File: src/rtl/mem_arb_pkg.sv
// Shared types and constants for the instruction/data memory arbiter.
package mem_arb_pkg;

  localparam int unsigned BYTE_BITS = 8;
  localparam int unsigned STREAK_W  = 2;
  localparam logic [STREAK_W-1:0] STREAK_MAX = 2'd2;

  typedef enum logic [1:0] {
    IDLE    = 2'd0,
    SERVE_I = 2'd1,
    SERVE_D = 2'd2,
    RESP    = 2'd3
  } state_e;

endpackage

File: src/rtl/mem_arbiter.sv
// Arbitrates instruction-fetch and data ports onto one single-port memory,
// favouring data but granting a fetch after two data wins while it waits.
module mem_arbiter
  import mem_arb_pkg::*;
#(
  parameter int unsigned ADDR_W = 32,
  parameter int unsigned DATA_W = 32,
  localparam int unsigned BE_W  = DATA_W / BYTE_BITS
) (
  input  logic              clk,
  input  logic              rst,
  input  logic              i_req,
  input  logic [ADDR_W-1:0] i_addr,
  output logic [DATA_W-1:0] i_rdata,
  output logic              i_ack,
  input  logic              d_req,
  input  logic              d_we,
  input  logic [ADDR_W-1:0] d_addr,
  input  logic [DATA_W-1:0] d_wdata,
  input  logic [BE_W-1:0]   d_be,
  output logic [DATA_W-1:0] d_rdata,
  output logic              d_ack,
  output logic              m_req,
  output logic              m_we,
  output logic [ADDR_W-1:0] m_addr,
  output logic [DATA_W-1:0] m_wdata,
  output logic [BE_W-1:0]   m_be,
  input  logic [DATA_W-1:0] m_rdata,
  input  logic              m_ready,
  output logic              stall
);

  state_e              state_q, state_d;
  logic [STREAK_W-1:0] streak_q, streak_d;
  logic                sel_d_q, sel_d_d;
  logic                we_q, we_d;
  logic [ADDR_W-1:0]   addr_q, addr_d;
  logic [DATA_W-1:0]   wdata_q, wdata_d;
  logic [BE_W-1:0]     be_q, be_d;
  logic                m_req_q, m_req_d;
  logic                m_we_q, m_we_d;
  logic                i_ack_q, i_ack_d;
  logic                d_ack_q, d_ack_d;
  logic [DATA_W-1:0]   i_rdata_q, i_rdata_d;
  logic [DATA_W-1:0]   d_rdata_q, d_rdata_d;

  // State register
  always_ff @(posedge clk or posedge rst) begin
    if (rst) begin
      state_q <= IDLE;
    end else begin
      state_q <= state_d;
    end
  end

  // Next-state, grant decision, payload latch and response capture
  always_comb begin
    state_d   = state_q;
    streak_d  = streak_q;
    sel_d_d   = sel_d_q;
    we_d      = we_q;
    addr_d    = addr_q;
    wdata_d   = wdata_q;
    be_d      = be_q;
    m_req_d   = 1'b0;
    m_we_d    = 1'b0;
    i_ack_d   = 1'b0;
    d_ack_d   = 1'b0;
    i_rdata_d = i_rdata_q;
    d_rdata_d = d_rdata_q;

    unique case (state_q)
      IDLE: begin
        if (d_req && (!i_req || (streak_q != STREAK_MAX))) begin
          state_d = SERVE_D;
          sel_d_d = 1'b1;
          we_d    = d_we;
          addr_d  = d_addr;
          wdata_d = d_wdata;
          be_d    = d_be;
          m_req_d = 1'b1;
          m_we_d  = d_we;
          // A waiting fetch here implies streak is below its ceiling
          if (i_req) begin
            streak_d = streak_q + STREAK_W'(1);
          end
        end else if (i_req) begin
          state_d  = SERVE_I;
          sel_d_d  = 1'b0;
          we_d     = 1'b0;
          addr_d   = i_addr;
          wdata_d  = '0;
          be_d     = '0;
          m_req_d  = 1'b1;
          streak_d = '0;
        end
      end
      SERVE_I, SERVE_D: begin
        if (m_ready) begin
          state_d = RESP;
          i_ack_d = ~sel_d_q;
          d_ack_d = sel_d_q;
          if (!sel_d_q) begin
            i_rdata_d = m_rdata;
          end else if (!we_q) begin
            d_rdata_d = m_rdata;
          end
        end else begin
          m_req_d = 1'b1;
          m_we_d  = we_q;
        end
      end
      RESP: begin
        state_d = IDLE;
      end
      default: begin
        state_d = IDLE;
      end
    endcase
  end

  // Datapath and output registers
  always_ff @(posedge clk or posedge rst) begin
    if (rst) begin
      streak_q  <= '0;
      sel_d_q   <= 1'b0;
      we_q      <= 1'b0;
      addr_q    <= '0;
      wdata_q   <= '0;
      be_q      <= '0;
      m_req_q   <= 1'b0;
      m_we_q    <= 1'b0;
      i_ack_q   <= 1'b0;
      d_ack_q   <= 1'b0;
      i_rdata_q <= '0;
      d_rdata_q <= '0;
    end else begin
      streak_q  <= streak_d;
      sel_d_q   <= sel_d_d;
      we_q      <= we_d;
      addr_q    <= addr_d;
      wdata_q   <= wdata_d;
      be_q      <= be_d;
      m_req_q   <= m_req_d;
      m_we_q    <= m_we_d;
      i_ack_q   <= i_ack_d;
      d_ack_q   <= d_ack_d;
      i_rdata_q <= i_rdata_d;
      d_rdata_q <= d_rdata_d;
    end
  end

  assign m_req   = m_req_q;
  assign m_we    = m_we_q;
  assign m_addr  = addr_q;
  assign m_wdata = wdata_q;
  assign m_be    = be_q;
  assign i_ack   = i_ack_q;
  assign d_ack   = d_ack_q;
  assign i_rdata = i_rdata_q;
  assign d_rdata = d_rdata_q;
  assign stall   = (i_req & ~i_ack_q) | (d_req & ~d_ack_q);

endmodule

File: config.mk
export PLATFORM = sky130hd
export DESIGN_NAME = mem_arbiter
export DESIGN_NICKNAME = d
export VERILOG_FILES = /design/src/rtl/mem_arb_pkg.sv /design/src/rtl/mem_arbiter.sv
export SDC_FILE = /design/constraint.sdc
export NUM_CORES = 1
export LEC_CHECK = 0
export BUFFER_PORTS_ARGS = -buffer_cell sky130_fd_sc_hd__buf_2
export CAP_MARGIN = 20
export CORE_ASPECT_RATIO = 1.75
export CORE_UTILIZATION = 46
export DETAILED_ROUTE_END_ITERATION = 10
export PLACE_DENSITY = 0.92
export SETUP_SLACK_MARGIN = 0.3
export SLEW_MARGIN = 40
export SYNTH_ARGS = -nofsm -noshare
export SYNTH_HDL_FRONTEND = slang
export SYNTH_SLANG_ARGS = --single-unit
File: constraint.sdc
create_clock -name clk -period 5.4 [get_ports clk]
set_clock_uncertainty 0.05 [all_clocks]
set_input_delay 1.08 -clock clk [delete_from_list [all_inputs] [get_ports clk]]
set_output_delay 1.08 -clock clk [all_outputs]
set_load 0.03 [all_outputs]
======== Yosys cells after proc, flatten, opt, wreduce, memory -nomap -nowiden ========
Index checks and enable logic that the tools add are counted.
Widths: inputs -> output; s select.
operators by class
  add/subtract/negate cells ............... 1
  $mul .................................... 0
  divide/modulo/power cells ............... 0
  order comparisons ....................... 0
  equality and inequality tests ........... 6
  shifts and indexed selects .............. 0
  multiplexer cells ....................... 27
  bitwise gates (word level) .............. 7
  reductions and logical operators ........ 11
operators with widths
  cell                 count
  $mux 32              4
  $mux 1               12
  $mux 2               6
  $mux 4               2
  $pmux 2 s3           1
  $reduce_and 2->1     3
  $eq 2x2->1 const B   2
  $ne 2x2->1 const B   2
  $not 1->1            4
  $pmux 1 s2           2
  $reduce_and 4->1     1
  $ne 3x3->1 const B   1
  $reduce_and 3->1     1
  $add 2x1->2 const B  1
  $and 1x1->1          2
  $eq 2x1->1 const B   1
  $logic_not 2->1      1
  $reduce_bool 2->1    1
  $reduce_or 2->1      1
  $logic_and 1x1->1    1
  $logic_not 1->1      1
  $logic_or 1x1->1     1
  $or 1x1->1           1
storage, ports and cells
  flip-flop bits (word level) ............. 142
  bits in latches ......................... 0
  memory bits (writable) .................. 0
  ROM bits ................................ 0
  output and inout port bits .............. 137
  memories ................................ 0

======== Depth between registers and ports, before layout ========
  word-level depth ........................ 5
  mapped depth ............................ 7
  depth with buffers taken out ............ 5

======== Least setup slack after synthesis ========
OpenSTA, ideal clock, no wires.
  kind .................................... in2out
  start point ............................. input port i_req
  end point ............................... output port stall
  arrival time ............................ 1.771 ns
  required time ........................... 4.270 ns
  path slack .............................. 2.499 ns
  stages on the path ...................... 3
  path through ............................ buf_4 > inv_1 > o22ai_1
between the ends
  word-level cells in the longest chain between the ends .. 2
RTL lines
  what             RTL line            text
  start, declared  mem_arbiter.sv:12   input logic i_req,
  $and 1x1->1      mem_arbiter.sv:162  assign stall = (i_req & ~i_ack_q) | (d_req & ~d_ack_q);
  $or 1x1->1       mem_arbiter.sv:162
  end, declared    mem_arbiter.sv:30   output logic stall
No other way between the ends.

======== Worst setup path after layout ========
Same ends and word-level chain as after synthesis.

==> qor.json <==
{
  "clocking": {
    "cts.reportedPaths.clkPinSlew_ns": 0.06,
    "insertion_delay_ns": 0.40,
    "cts_buffers": 17,
    "maximum_clock_insertion_buffer_count": 2,
    "htreeDepth": 4,
    "cts.repair.resized": 0,
    "hold_buffers": 0,
    "postCtsSetupBuffers": 0,
    "clock_tree_root": "sky130_fd_sc_hd__clkbuf_16",
    "clock_sinks": 142,
    "tritoncts_clock_tree": "yes"
  },
  "setup_path": {
    "setup.worst_path.start": "i_req",
    "setup.worst_path.class": "primary input to output pin",
    "timing.critical_path.fanout_max": 10,
    "critical_path.startpoint_type": "primary input",
    "worst-endpoint-arrival_ns": 1.89,
    "critPathMaxStageDelay_ns": 0.26,
    "critical_path_s_most_frequent_cell": "sky130_fd_sc_hd__buf_2",
    "critical_path.endpoint_type": "output pin",
    "critical_path.slowest_cell": "sky130_fd_sc_hd__o22ai_1",
    "path_delay_family": "buffers and inverters",
    "critPathBufInv": 3,
    "worstPathCellList": "buf_2 > inv_1 > o22ai_1 > buf_2",
    "cp.required_ns": 4.27,
    "regToRegStartpoint": "state_q[1]"
  },
  "place": {
    "placed_instances": 855,
    "finalWeightedCongestion": 0.785,
    "hpwl_um": 10300,
    "placement.setup.worst_slack_ns": 2.38,
    "io_buffer_count": 274
  },
  "detailed_routing": {
    "totalWireLength_um": 14300,
    "route.vias.total": 4557,
    "detail_route.iter0.violations": 165,
    "vias_per_cell": 5.14,
    "route.detailed.wl_per_inst_um": 16.2,
    "first_pass_iters": 4,
    "total_drc_errors_in_the_routed_layout": 0,
    "final_antenna_net_count": 0
  },
  "yosys": {
    "synthArstFlopShare": 1.00,
    "ys_seq_elements": 142,
    "netlist_top_cells_area": "sky130_fd_sc_hd__dfrtp_1 62%, sky130_fd_sc_hd__mux2_4 7.9%, sky130_fd_sc_hd__mux2_2 6.7%, sky130_fd_sc_hd__a21oi_1 5.9%, sky130_fd_sc_hd__a22o_1 5.5%",
    "synth.distinct_cells": 30,
    "ys.warnings.count": 0,
    "post_synthesis_area_per_instance_um2": 12.9,
    "post_synth_inst_count": 440,
    "synth.net_count": 581,
    "synth-seq-area-share": 0.624,
    "synthesized_cell_area_um2": 5700,
    "synth_largest_type_area_fraction": 0.624,
    "synth_edf_count": 0,
    "post-synth-top-area-cell": "sky130_fd_sc_hd__dfrtp_1",
    "synth-main-ff-cell": "sky130_fd_sc_hd__dfrtp_1"
  },
  "cells_and_area": {
    "final_layout_size_suffix_gt1_frac": 0.530,
    "fillCellCount": 950,
    "regArea_um2": 3550,
    "post_route_non_filler_standard_cell_count": 886,
    "combined_area_of_the_multi_input_logic_cells_um2": 1960,
    "area_growth_pct": 37.3,
    "n_diodes": 0,
    "post_layout_nets": 850
  },
  "worst_hold_path": {
    "worstHoldPathType": "register to register",
    "hold_path_startpoint": "we_q"
  },
  "timing": {
    "setup_repair_after_global_routing_missed_its_margin": "no",
    "finalSetupTns_ns": 0,
    "finalCritPeriodShare": 0.560,
    "final-hold-violation-count": 0,
    "timing.hold.ws_ns": 0.443,
    "maxClockFrequency_ghz": 0.331,
    "drv_slew": 0,
    "finalSetupViolations": 0,
    "worst_margin_slew_ns": 0.738,
    "fin_crit_ns": 3.02,
    "slew_headroom": 0.506,
    "worst_slack_ns": 2.38
  },
  "die": {
    "io_pins": 275,
    "die_area_um2": 12900,
    "floorplan.die.width_um": 86.1,
    "core.rowCount": 53,
    "floorplan.initialDensity": 0.472,
    "core_area_um2": 12100,
    "die-height_um": 149
  },
  "grt": {
    "antenna_violations_before_repair": 0,
    "global_route.overflow_total": 0,
    "via_count_of_the_first_global_routing_pass": 4589,
    "pin_count_of_the_biggest_net_entering_global_routing": 105,
    "grt_first_pass_wirelength_um": 22800,
    "globalRouteTotalUtil": 0.229
  },
  "status": {
    "outcome": "finished, final reports clean"
  },
  "power": {
    "power.density_cell_area_nw_per_um2": 754,
    "leakage_uw": 0.00412,
    "irDropWorstVdd_v": 0.000420,
    "total_power_uw": 5900
  },
  "run": {
    "max_cap_viol_count": 0
  }
}
==> stage by stage <==
stage | util | area [µm²]
5_1_grt | 0.648 | 7830
3_5_place_dp | 0.594 | 7170
3_3_place_gp | 0.594 | 7170
2_1_floorplan | - | 5700
4_1_cts | 0.648 | 7830
6_report | 0.648 | 7830
==> cells in the mapped netlist, drive strengths merged (2+ instances only) <==
library cell,count
a22o,36
nand2b,3
dfrtp,142
a21oi,67
inv,8
a31oi,2
nor2,33
mux2,64
clkbuf,8
buf,22
nand3b,3
nand2,36
ha,3
==> per-layer routing <==
metal | part of all wire | global-route usage | vias to the layer above
li1 | - | - | 2084
met1 | 0.39 | 0.279 | 2238
met2 | 0.53 | 0.396 | 212
met3 | 0.061 | 0.0493 | 23
met4 | 0.017 | 0.0800 | 0
met5 | 0 | 0 | -
==> cell type report <==
type	count	share of cell area
flip-flops and latches	142	0.454
repair buffers	280	0.181
inverters	8	0.00480
multi-input cells	260	0.250
clock inverters	14	0.0293
well taps	165	0.0264
clock buffers	17	0.0544
==> path summary, 6_finish.rpt <==
path	to	slack, ns	cells after the start
hold / removal	we_q	0.44	2
min in group asynchronous	m_wdata[0]	0.75	2
setup / recovery	stall	2.38	4
max in group asynchronous	state_q[0]	3.61	3
hold reg to reg	we_q	0.44	2
setup reg to reg	d_rdata[8]	3.24	6
==> logic make-up after synthesis <==
family / after synthesis / synth area share
flip-flops: 142 / 0.624
AO/OA/AOI/OAI: 115 / 0.132
AND/OR/NAND/NOR: 78 / 0.0558
multiplexers: 64 / 0.146
buffers and inverters: 38 / 0.0358
adder cells (fa/ha/maj): 3 / 0.00659
==> registers in the layout, indices dropped and copies added, names as in the netlist, 2 cells and up <==
| signal | flops |
|---|---|
| streak_q | 2 |
| state_q | 2 |
| m_be | 4 |
| m_addr | 32 |
| m_wdata | 32 |
| i_rdata | 32 |
| d_rdata | 32 |
==> worst register-to-register path: cells and delay by family, from the launching register on <==
family / cells / cell delay, ns
adder cells (fa/ha/maj): 1 / 0.35
buffers and inverters: 2 / 0.56
flip-flops: 1 / 0.37
multiplexers: 1 / 0.43
AND/OR/NAND/NOR: 2 / 0.27
==> layout by cell type (no fill, tap or decap), types with 2 or more instances in the layout <==
master and count:
sky130_fd_sc_hd__nand2_1 36, sky130_fd_sc_hd__mux2_2 34, sky130_fd_sc_hd__inv_1 7, sky130_fd_sc_hd__nor2_1 33
sky130_fd_sc_hd__a22o_1 36, sky130_fd_sc_hd__ha_1 3, sky130_fd_sc_hd__inv_6 5, sky130_fd_sc_hd__dfrtp_1 142
sky130_fd_sc_hd__inv_8 2, sky130_fd_sc_hd__bufinv_16 5, sky130_fd_sc_hd__nand3b_1 3, sky130_fd_sc_hd__buf_2 274
sky130_fd_sc_hd__mux2_4 30, sky130_fd_sc_hd__buf_4 6, sky130_fd_sc_hd__clkbuf_16 17, sky130_fd_sc_hd__clkinvlp_4 2
sky130_fd_sc_hd__a31oi_1 2, sky130_fd_sc_hd__a21oi_1 67, sky130_fd_sc_hd__nand2b_1 2
==> where the power goes <==
part,total (µW),switching [µW],internal [µW]
Clock,1290,460,829
Sequential,1860,272,1580
Combinational,2760,1770,988
Total,5900,2500,3400
Note: power is estimated with default switching activity, not from simulation.
